==> src/rtl/ISO14443A_pkg.sv <==
// Shared ISO/IEC 14443-3 type A definitions for the PICC->PCD transmit path.
// Latency/backpressure: n/a (types and constants only).
// Holds the frame sequencer state encoding and the CRC_A preset.
package ISO14443A_pkg;

    localparam logic [15:0] CRC_A_PRESET = 16'h6363;

    typedef enum logic [2:0] {
        IDLE,
        SOC,
        DATA,
        PARITY,
        CRC_LO,
        CRC_HI
    } tx_state_t;

endpackage

==> src/rtl/crc_a_byte.sv <==
// Byte-wise CRC_A (reflected x^16+x^12+x^5+1) next-state function.
// Latency: purely combinational, zero cycles.
// Backpressure: none; the caller decides when to register the result.
module crc_a_byte (
    input  logic [15:0] crc,
    input  logic [7:0]  data,
    output logic [15:0] crc_next
);

    logic [7:0] mix;
    logic [7:0] fold;

    always_comb begin
        mix      = data ^ crc[7:0];
        fold     = mix ^ {mix[3:0], 4'b0000};
        crc_next = {8'h00, crc[15:8]}
                 ^ {fold, 8'h00}
                 ^ {5'b00000, fold, 3'b000}
                 ^ {12'h000, fold[7:4]};
    end

endmodule

==> src/rtl/tx_frame_sequencer.sv <==
// Serialises 14443-A standard frames: start bit, LSb-first data with odd parity, optional CRC_A.
// Latency: first bit presented the cycle after the first-byte accept; one bit per out_ready slot.
// Backpressure: outputs hold while out_ready is low; next byte only taken during a parity slot.
module tx_frame_sequencer
    import ISO14443A_pkg::*;
#(
    parameter logic [15:0] CRC_INIT = CRC_A_PRESET
) (
    input  logic       clk,
    input  logic       rst,
    input  logic [7:0] in_data,
    input  logic       in_valid,
    input  logic       in_last,
    output logic       in_ready,
    input  logic [2:0] first_bits,
    input  logic       append_crc,
    output logic       out_bit,
    output logic       out_valid,
    input  logic       out_ready,
    output logic       out_last,
    output logic       busy,
    output logic       underrun
);

    tx_state_t   state;
    tx_state_t   state_nxt;

    logic        rdy_en;
    logic [7:0]  shreg;
    logic [3:0]  bit_cnt;
    logic        par_acc;
    logic        last_held;
    logic        first_byte;
    logic [2:0]  first_len;
    logic        crc_en;
    logic [15:0] crc;
    logic [15:0] crc_seed;
    logic [15:0] crc_nxt;
    logic [3:0]  data_len;
    logic        data_end;
    logic        crc_par_slot;
    logic        accept;
    logic        xfer;

    assign data_len     = (first_byte && first_len != 3'd0) ? {1'b0, first_len} : 4'd8;
    assign data_end     = (bit_cnt == data_len - 4'd1);
    assign crc_par_slot = (bit_cnt == 4'd8);
    assign accept       = in_valid && in_ready;
    assign xfer         = out_valid && out_ready;
    assign busy         = (state != IDLE);

    // The first byte of a frame folds into the preset, later bytes into the running value.
    assign crc_seed = (state == IDLE) ? CRC_INIT : crc;

    crc_a_byte u_crc (
        .crc      (crc_seed),
        .data     (in_data),
        .crc_next (crc_nxt)
    );

    always_ff @(posedge clk or posedge rst) begin
        if (rst) begin
            state <= IDLE;
        end else begin
            state <= state_nxt;
        end
    end

    always_comb begin
        state_nxt = state;
        in_ready  = 1'b0;
        out_valid = 1'b0;
        out_bit   = 1'b0;
        out_last  = 1'b0;
        case (state)
            IDLE: begin
                in_ready = rdy_en;
                if (in_valid && rdy_en) begin
                    state_nxt = SOC;
                end
            end
            SOC: begin
                out_valid = 1'b1;
                out_bit   = 1'b1;
                if (out_ready) begin
                    state_nxt = DATA;
                end
            end
            DATA: begin
                out_valid = 1'b1;
                out_bit   = shreg[0];
                if (out_ready && data_end) begin
                    state_nxt = PARITY;
                end
            end
            PARITY: begin
                out_valid = 1'b1;
                out_bit   = ~par_acc;
                if (last_held) begin
                    out_last = ~crc_en;
                    if (out_ready) begin
                        state_nxt = crc_en ? CRC_LO : IDLE;
                    end
                end else begin
                    // A missing follow-on byte turns this parity bit into the frame end.
                    in_ready = out_ready;
                    out_last = ~in_valid;
                    if (out_ready) begin
                        state_nxt = in_valid ? DATA : IDLE;
                    end
                end
            end
            CRC_LO, CRC_HI: begin
                out_valid = 1'b1;
                out_bit   = crc_par_slot ? ~par_acc : shreg[0];
                out_last  = (state == CRC_HI) && crc_par_slot;
                if (out_ready && crc_par_slot) begin
                    state_nxt = (state == CRC_LO) ? CRC_HI : IDLE;
                end
            end
            default: begin
                state_nxt = IDLE;
            end
        endcase
    end

    always_ff @(posedge clk or posedge rst) begin
        if (rst) begin
            rdy_en <= 1'b0;
        end else begin
            rdy_en <= 1'b1;
        end
    end

    always_ff @(posedge clk or posedge rst) begin
        if (rst) begin
            shreg      <= 8'h00;
            bit_cnt    <= 4'd0;
            par_acc    <= 1'b0;
            last_held  <= 1'b0;
            first_byte <= 1'b0;
            first_len  <= 3'd0;
            crc_en     <= 1'b0;
            crc        <= CRC_INIT;
            underrun   <= 1'b0;
        end else begin
            underrun <= 1'b0;
            if (accept) begin
                shreg     <= in_data;
                last_held <= in_last;
                crc       <= crc_nxt;
                par_acc   <= 1'b0;
                bit_cnt   <= 4'd0;
                if (state == IDLE) begin
                    first_byte <= 1'b1;
                    first_len  <= first_bits;
                    crc_en     <= append_crc;
                end else begin
                    first_byte <= 1'b0;
                end
            end else if (xfer) begin
                case (state)
                    DATA: begin
                        shreg   <= {1'b0, shreg[7:1]};
                        par_acc <= par_acc ^ shreg[0];
                        bit_cnt <= data_end ? 4'd0 : bit_cnt + 4'd1;
                    end
                    PARITY: begin
                        if (!last_held) begin
                            underrun <= 1'b1;
                        end else if (crc_en) begin
                            shreg   <= crc[7:0];
                            par_acc <= 1'b0;
                            bit_cnt <= 4'd0;
                        end
                    end
                    CRC_LO, CRC_HI: begin
                        if (crc_par_slot) begin
                            shreg   <= crc[15:8];
                            par_acc <= 1'b0;
                            bit_cnt <= 4'd0;
                        end else begin
                            shreg   <= {1'b0, shreg[7:1]};
                            par_acc <= par_acc ^ shreg[0];
                            bit_cnt <= bit_cnt + 4'd1;
                        end
                    end
                    default: begin
                        bit_cnt <= bit_cnt;
                    end
                endcase
            end
        end
    end

endmodule
==> config.mk <==
export PLATFORM = sky130hd
export DESIGN_NAME = tx_frame_sequencer
export DESIGN_NICKNAME = d
export VERILOG_FILES = /design/src/rtl/ISO14443A_pkg.sv /design/src/rtl/crc_a_byte.sv /design/src/rtl/tx_frame_sequencer.sv
export SDC_FILE = /design/constraint.sdc
export NUM_CORES = 1
export LEC_CHECK = 0
export CORE_ASPECT_RATIO = 0.5
export CORE_MARGIN = 1.5
export CORE_UTILIZATION = 56
export DETAILED_ROUTE_END_ITERATION = 7
export PLACE_DENSITY = 0.85
export SETUP_SLACK_MARGIN = 0.3
export SLEW_MARGIN = 10
export SYNTH_ARGS = -nofsm -noshare
export SYNTH_HDL_FRONTEND = slang
export SYNTH_SLANG_ARGS = --single-unit
==> constraint.sdc <==
create_clock -name clk -period 2.8 [get_ports clk]
set_input_delay 0.56 -clock clk [delete_from_list [all_inputs] [get_ports clk]]
set_output_delay 0.56 -clock clk [all_outputs]
set_load 0.05 [all_outputs]
* Yosys cells after proc, flatten, opt, wreduce, memory -nomap -nowiden
Index checks and enable logic that the tools add are counted.
** Operators by class
- Add/sub/neg operators :: 2
- Equality and inequality tests :: 14
- Mux-type cells :: 44
- Bitwise logic cells :: 9
- Reductions and logical operators :: 17
** Operators by type and width (number)
- two-way mux 8 bit :: 5
- two-way mux 4 bit :: 7
- two-way mux 3 bit :: 9
- case mux 8 bit (3 select lines) :: 1
- two-way mux 16 bit :: 1
- XOR 16 x 11 -> 16 bit :: 1
- XOR 16 x 4 -> 16 bit :: 1
- XOR 8 x 16 -> 16 bit :: 1
- XOR 8 bit :: 2
- case mux 3 bit (5 select lines) :: 1
- two-way mux 1 bit :: 14
- case mux 4 bit (3 select lines) :: 1
- != test 2 bit, second input constant :: 5
- logical AND 1 bit :: 7
- == test 3 x 2 -> 1 bit, second input constant :: 2
- == test 3 bit, second input constant :: 2
- != test 3 bit, second input constant :: 2
- nonzero test 3 bit :: 2
- AND reduction 5 bit :: 1
- OR reduction 5 bit :: 1
- adder 4 x 1 -> 4 bit, second input constant :: 1
- == test 4 bit :: 1
- == test 4 bit, second input constant :: 1
- case mux 1 bit (2 select lines) :: 2
- other kinds (13) :: 15
** Storage, ports and cells
- Register bits :: 40
- Output and inout bits :: 6
- Word-level logic and storage cells :: 97

* Logic depth before layout (Yosys ltp)
Gate-level depths: netlist of run 1.
- Depth in word-level cells :: 9
- Gate-level depth with buffers :: 9

* Cells and area by module
A second synthesis of run 1 with hierarchy kept.
** Second synthesis, totals
- Cell total of the unflattened synthesis :: 286
- Area total of the unflattened synthesis :: 2738.9 um^2
** By module, submodules not included
- tx_frame_sequencer :: instances 1, cells each 261, area an instance 2347.3 um^2
- crc_a_byte :: instances 1, cells each 25, area an instance 391.6 um^2

* Worst setup path after synthesis of run 1
No wires, ideal clock.
- Path type :: register to output
- From :: register state[1]
- To :: output port out_bit
- Arrival :: 2310 ps
- Slack :: -70 ps
- Stages on the path, launching flop included :: 9
- Cell sequence :: dfrtp_1 -> buf_6 -> inv_1 -> ha_1 -> clkbuf_1 -> and4b_1 -> buf_2 -> nor2_1 -> o221ai_1
** Between the ends
- Longest elaborated chain between the ends :: 3
** Ends and longest elaborated chain
- start: declaration :: RTL line tx_frame_sequencer.sv:25 : tx_state_t state;
- start signal: assignment :: RTL line tx_frame_sequencer.sv:65 : state <= state_nxt;
- == test 3 bit :: RTL line tx_frame_sequencer.sv:75 : case (state)
- OR reduction 2 bit :: RTL line tx_frame_sequencer.sv:75
- case mux 1 bit (4 select lines) * :: RTL line tx_frame_sequencer.sv:75
- end: declaration :: RTL line tx_frame_sequencer.sv:17 : output logic out_bit,
Every way passes the cells marked *; elsewhere a longest branch is shown, timed or not.

* Worst setup path in the final report of run 1
Same ends and word-level chain as after synthesis.

==> results.toml, run 1 <==
[outcome]
status = "complete, no violations"

[timing]
slew_viol_final = 0
fin_crit_sh = 0.857
clock_skew_ns = 0.00219
fin_crit_ns = 2.40
hold_viol = 0
worst_pin_slew_ns = 0.559
fmaxAchievable_mhz = 417
rsz0062_at_grt = "no"
fin_setup_tns_ns = 0
final-setup-viol-count = 0
slew_headroom = 0.626

[clock_network]
cts_buffers = 5
cts-root-buf = "clkbuf_8"
clock_latency_ns = 0.31
cts_tree = "done"
cts_hold_buffers = 0
path_clk_slew_ns = 0.08
cts.sinks = 40
cts_buffer_depth = 2
post_cts_buffers = 0
htree_levels = 2

[yosys]
synthSimpleGateAreaFrac = 0.192
syn_nets = 310
synth_area_um2 = 2600
synth_top_family_by_area = "simple AND/OR/NAND/NOR gates"
synth-adder-area-share = 0.0288
synth.mux.area_fraction = 0.0346
async_flop_share = 1.00
yosysSeqAreaShare = 0.388
synth_area_per_cell_um2 = 9.08
synth.lib_cells_used.distinct = 56
synth_compound_area_frac = 0.187
ys.flop_type = "dfrtp_1"
synth_edf_count = 0
synth_warnings = 0
synth-xor-area-share = 0.123
postSynthCellCount = 287
synth_seq_cells = 40

[power_and_ir_drop]
internal-power_mw = 2.15
p_clk_frac = 0.140
ir_drop_mv = 0.563
p_seq_frac = 0.304
switching_share = 0.439
p_leak_nw = 1.26
p_switching_mw = 1.68
combPwrFrac = 0.556
power.density_nw_per_um2 = 1260

[hold_path]
holdPathEnd = "crc[9]"
holdPathStages = 2
worstHoldPathType = "flip-flop to flip-flop"
min_from = "crc[9]"

[critical_path]
slowest_stage = "dfrtp_1"
r2r_end = "shreg[2]"
cp.required_ns = 2.24
crit_chain = "inv_1 -> ha_4 -> and4b_2 -> nor2_1 -> o221ai_4 -> buf_12"
crit_arrival_ns = 1.84
reg2reg_slack_ns = 0.60
path_buf_inv = 2
critPathKind = "flip-flop to output port"
timing.rr.start = "bit_cnt[0]"
crit_path_max_incr_delay_ns = 0.38
cp_max_fo = 8
worstSetupEndpointType = "output port"
critPathLaunchType = "flip-flop"
worstRegToRegCells = 8
crit_family = "simple AND/OR/NAND/NOR gates"

[floorplanning]
dieArea_um2 = 5090
die_w_um = 99.5
ioPinCount = 23
fp-row-count = 17
die_y_um = 51.2
core_um2 = 4420
start_util = 0.589

[routing]
drt-total-wl_um = 5980
dr.pass1.iters = 6
vias_per_cell = 5.89
drc = 0
ant_nets = 0
vias = 2150
wl_per_cell_um = 16.4
initialDrtViolationCount = 156

[cells_and_area]
drive_gt1_frac = 0.166
nFillCells = 342
nets = 330
area_delta_synth_final_pct = 17.2
diodes = 0
most-common-layout-cells = "nand2_1 (50), dfrtp_1 (31), xnor2_1 (23)"
mostFrequentLayoutCell = "nand2_1"
fin_cells = 365

[global_routing]
grt_pass1_wl_um = 10000
antenna_found_initial = 0
globalRouteTotalUtil = 0.259
grt_max_degree = 44
grt_pass1_vias = 2092
gr-total-overflow = 0

[placed_design]
placed_cells = 357
place.gp.congestion = 0.861
hpwl_um = 3990
port_buffers = 22

[run]
cap_violations = 0
## routing by layer
metal | GRT usage | wire [um] | share of wire
met1 | 0.337 | 2660 | 0.45
met2 | 0.437 | 2880 | 0.48
met3 | 0.0506 | 327 | 0.055
met4 | 0.101 | 115 | 0.019
met5 | 0 | 0 | 0
## area by class of cell
type / count / area, um^2 / area share
clock buffers: 7 / 96.3 / 0.0316
clock inverters: 1 / 30.0 / 0.00984
inverters: 7 / 26.3 / 0.00861
multi-input cells: 223 / 1510 / 0.495
flip-flops and latches: 40 / 1010 / 0.332
well taps: 57 / 71.3 / 0.0234
repair buffers: 30 / 305 / 0.100
## kinds of logic (layout without fill, tap and decap cells)
family          after synthesis  in the layout
other cells                   1              1
compound gates               72             72
mux                           7              7
fa+ha+maj                     6              6
xor+xnor                     35             35
simple gates                102            102
flops                        40             40
buf+inv                      24             45
## how the worst max path moves through the flow
stage | from | end | slack, ns | depth (start not counted)
after floorplan | state[1] | out_bit | 0.34 | 8
after global placement | out_ready | crc[0] | 0.50 | 7
after detailed placement | out_ready | crc[0] | 0.47 | 7
after CTS | state[1] | out_bit | 0.30 | 6
after global routing | state[1] | out_bit | 0.34 | 6
final | state[1] | out_bit | 0.40 | 6
## power by group through the flow
stage	Sequential (mW)	Combinational [mW]	Clock, mW
floorplan	1.07	1.68	0
global placement	1.15	2.00	0
detailed placement	1.16	2.08	0
global route	1.21	2.33	0.561
finish	1.17	2.13	0.538
CTS	1.16	2.11	0.539
## through the flow
step                      worst slack, ns   util  hold WS [ns]  area [um^2]  power (mW)
after global routing                0.339  0.690         0.506         3050        4.10
after detailed placement            0.468  0.658         0.462         2910        3.25
after global placement              0.501  0.658         0.462         2910        3.15
after CTS                           0.302  0.687         0.474         3040        3.81
after floorplan                     0.341      -         0.449         2630        2.75
final                               0.401  0.690         0.474         3050        3.83
## synthesized netlist by cell type, types with 2 or more instances
library cell	count	share of area
o21ai_1	19	0.037
nor3_1	2	0.0038
dfstp_2	8	0.081
nand4b_1	4	0.013
buf_6	2	0.0086
and2_1	8	0.019
nor2_1	18	0.026
mux2i_1	3	0.012
nor2b_1	3	0.0072
o21ai_0	20	0.038
a222oi_1	7	0.027
clkbuf_1	7	0.010
inv_1	6	0.0086
xnor2_1	23	0.077
dfrtp_1	32	0.31
ha_1	6	0.029
nand3_1	5	0.0096
mux2_4	4	0.023
nand2_1	50	0.072
buf_2	7	0.013
xor2_1	10	0.034
a21oi_1	6	0.012
o31ai_1	3	0.0086
xnor2_2	2	0.012
## registers in the layout, indices dropped and copies added, names as in the netlist
register    cells
first_len       3
underrun        1
par_acc         1
shreg           8
last_held       1
state           3
rdy_en          1
first_byte      1
bit_cnt         4
crc_en          1
crc            16
## worst register-to-register path, cell delays in order (launching register included)
cell      delay [ns]
dfrtp_2         0.44
inv_1           0.08
ha_1            0.22
and4b_2         0.26
buf_4           0.19
a21oi_2         0.39
a222oi_1        0.18
and2_1          0.19
o21ai_0         0.16
## repair_timing
action / 4_1_cts / 5_1_grt
gates cloned: 0 / 0
pin swaps: 0 / 0
setup endpoints to repair: 1 / 1
resized for setup: 1 / 3
Power figures use the tool's default switching activity.
==> inputs of run 2 (changes only) <==
--- a/config.mk
+++ b/config.mk
@@ -7,11 +7,12 @@
 export LEC_CHECK = 0
 export CORE_ASPECT_RATIO = 0.5
 export CORE_MARGIN = 1.5
-export CORE_UTILIZATION = 56
+export CORE_UTILIZATION = 53
 export DETAILED_ROUTE_END_ITERATION = 7
-export PLACE_DENSITY = 0.85
+export PLACE_DENSITY_LB_ADDON = 0.12
 export SETUP_SLACK_MARGIN = 0.3
 export SLEW_MARGIN = 10
 export SYNTH_ARGS = -nofsm -noshare
 export SYNTH_HDL_FRONTEND = slang
+export SYNTH_HIERARCHICAL = 1
 export SYNTH_SLANG_ARGS = --single-unit
==> constraint.sdc (replaced) <==
create_clock -name clk -period 2.2 [get_ports clk]
set_input_delay 0.44 -clock clk [delete_from_list [all_inputs] [get_ports clk]]
set_output_delay 0.44 -clock clk [all_outputs]
set_load 0.05 [all_outputs]
==> run 2 against run 1 <==
  * The run now ends with setup timing left
  * Wire length is 22% higher
  * First-iteration DRC count is 15% lower
  * Clock skew is 0.0082 ns higher
  * Area after synthesis is 5.1% higher
  * Die area is 11% higher
==> results.toml, run 2 <==
[outcome]
status = "complete, but fails checks"
violations = "setup timing"

[global_routing]
gr-total-overflow = 0
grt_pass1_vias = 2227
globalRouteTotalUtil = 0.269
antenna_found_initial = 0
grt_max_degree = 28
grt_pass1_wl_um = 11300

[routing]
initialDrtViolationCount = 132
drc = 0
dr.pass1.iters = 7
vias_per_cell = 5.79
drt-total-wl_um = 7300
vias = 2413
wl_per_cell_um = 17.5
ant_nets = 0

[floorplanning]
die_w_um = 105
core_um2 = 4950
die_y_um = 53.8
fp-row-count = 18
ioPinCount = 23
dieArea_um2 = 5630
start_util = 0.553

[clock_network]
cts_buffers = 5
htree_levels = 2
cts.sinks = 40
cts-root-buf = "clkbuf_8"
path_clk_slew_ns = 0.09
clock_latency_ns = 0.31
cts_hold_buffers = 0
cts_buffer_depth = 2
cts_tree = "done"

[cells_and_area]
most-common-layout-cells = "nand2_1 (62), buf_4 (39), dfrtp_1 (29)"
largest_register = "crc"
area_delta_synth_final_pct = 36.9
diodes = 0
reg.largest.list = "crc (16), shreg (8), bit_cnt (4)"
final_util = 0.757
drive_gt1_frac = 0.346
mostFrequentLayoutCell = "nand2_1"
nets = 369
largest_reg_flops = 16

[power_and_ir_drop]
power.density_nw_per_um2 = 1620
total_power_mw = 6.06
ir_drop_mv = 0.832
p_leak_nw = 1.76

[yosys]
synth_area_um2 = 2740
yosysTopAreaCell = "dfrtp_1"
synth_seq_cells = 40
synth.lib_cells_used.distinct = 54
ys.flop_type = "dfrtp_1"
ys_top_cells_by_count = "nand2_1 (64), dfrtp_1 (32), a21oi_1 (14)"
netlist.area_leader.share = 0.292
yosysSeqAreaShare = 0.369
postSynthCellCount = 286
async_flop_share = 1.00
yosysMostFrequentCell = "nand2_1"
synth_edf_count = 0
syn_nets = 309
synth_warnings = 6
synth_area_per_cell_um2 = 9.58
yosys-top-cells-area = "dfrtp_1 (29%), nand2_1 (8.8%), dfstp_2 (7.7%)"

[critical_path]
critPathLaunchType = "flip-flop"
cp_max_fo = 4
critPathKind = "flip-flop to output port"
cp.required_ns = 1.76
crit_family = "flip-flops"
crit_path_max_incr_delay_ns = 0.42
worstSetupEndpointType = "output port"
crit_chain = "inv_4 -> ha_4 -> and4b_2 -> buf_6 -> a21oi_2 -> nor2_1 -> a21oi_2 -> nand2_2 -> buf_8"
slowest_stage = "dfrtp_2"
crit_top_cell = "a21oi_2"
path_buf_inv = 3
crit_arrival_ns = 1.81

[timing]
clock_skew_ns = 0.0104
setup_slack_ns = -0.0484
rsz0062_at_grt = "yes"
fin_crit_sh = 1.02
fin_crit_ns = 2.25
fmaxAchievable_mhz = 445
fin_setup_tns_ns = -0.104
hold_viol = 0
final-setup-viol-count = 3
slew_viol_final = 0

[placed_design]
place.gp.congestion = 0.869
hpwl_um = 4330
port_buffers = 22
dp_slack_ns = 0.0589

[hold_path]
worstHoldPathType = "primary input to asynchronous set/reset pin"

[run]
cap_violations = 0
[run 2: timing repair]
action,in CTS,in global routing
resized for setup,26,13
pin swaps,14,8
buffers inserted,18,6
endpoints found under the setup margin,40,40
cloned,2,0
[run 2: logic make-up (layout without fill, tap and decap cells)]
kind of cell,count (synthesis),after routing,synth area share
multiplexers,4,4,0.0164
AO/OA/AOI/OAI,62,62,0.170
other,1,1,0.00137
XOR/XNOR,27,27,0.151
flip-flops,40,40,0.369
adder cells (fa/ha/maj),6,6,0.0274
buffers and inverters,29,90,0.0512
AND/OR/NAND/NOR,117,117,0.213
[run 2: cell type report]
type	count	area (um^2)
fill	344	1200
clock inverter	2	35.0
sequential	40	1010
inverter	12	47.5
clock buffer	6	72.6
timing repair buffer	70	709
tap	70	87.6
multi-input combinational	217	1780
[run 2: routing by layer]
layer  GRT usage  share of wire
met1       0.370           0.45
met2       0.433           0.46
met3      0.0738          0.082
met4      0.0594          0.011
met5           0              0
[run 2: through the flow]
step | hold WS, ns | cells | instance area, um^2
2_1_floorplan | 0.443 | 286 | 2850
3_3_place_gp | 0.458 | 383 | 3250
3_5_place_dp | 0.456 | 383 | 3250
4_1_cts | 0.449 | 411 | 3670
5_1_grt | 0.454 | 417 | 3750
6_report | 0.441 | 417 | 3750
[run 2: worst reg2reg max path, delay by kind of cell, from the launching register on]
kind,cells,cell delay (ns)
buffers and inverters,3,0.48
AND/OR/NAND/NOR,1,0.44
AO/OA/AOI/OAI,4,0.72
flip-flops,1,0.43
[run 2: path summary, 6_finish.rpt]
| check | slack, ns | from | cells past startpoint | end |
|---|---|---|---|---|
| max | -0.05 | state[1] | 9 | out_bit |
| max in group asynchronous | 1.37 | rst | 3 | crc[8] |
| max reg2reg | 0.09 | state[2] | 8 | shreg[5] |
| min in group clk | 0.47 | crc[14] | 2 | crc[14] |
| min | 0.44 | rst | 3 | bit_cnt[0] |
| min reg2reg | 0.47 | crc[14] | 2 | crc[14] |
[run 2: power by group]
group / internal, mW / switching (mW) / leakage [nW]
sequential: 1.11 / 0.274 / 0.478
combinational: 2.23 / 1.82 / 1.22
clock: 0.337 / 0.291 / 0.0552
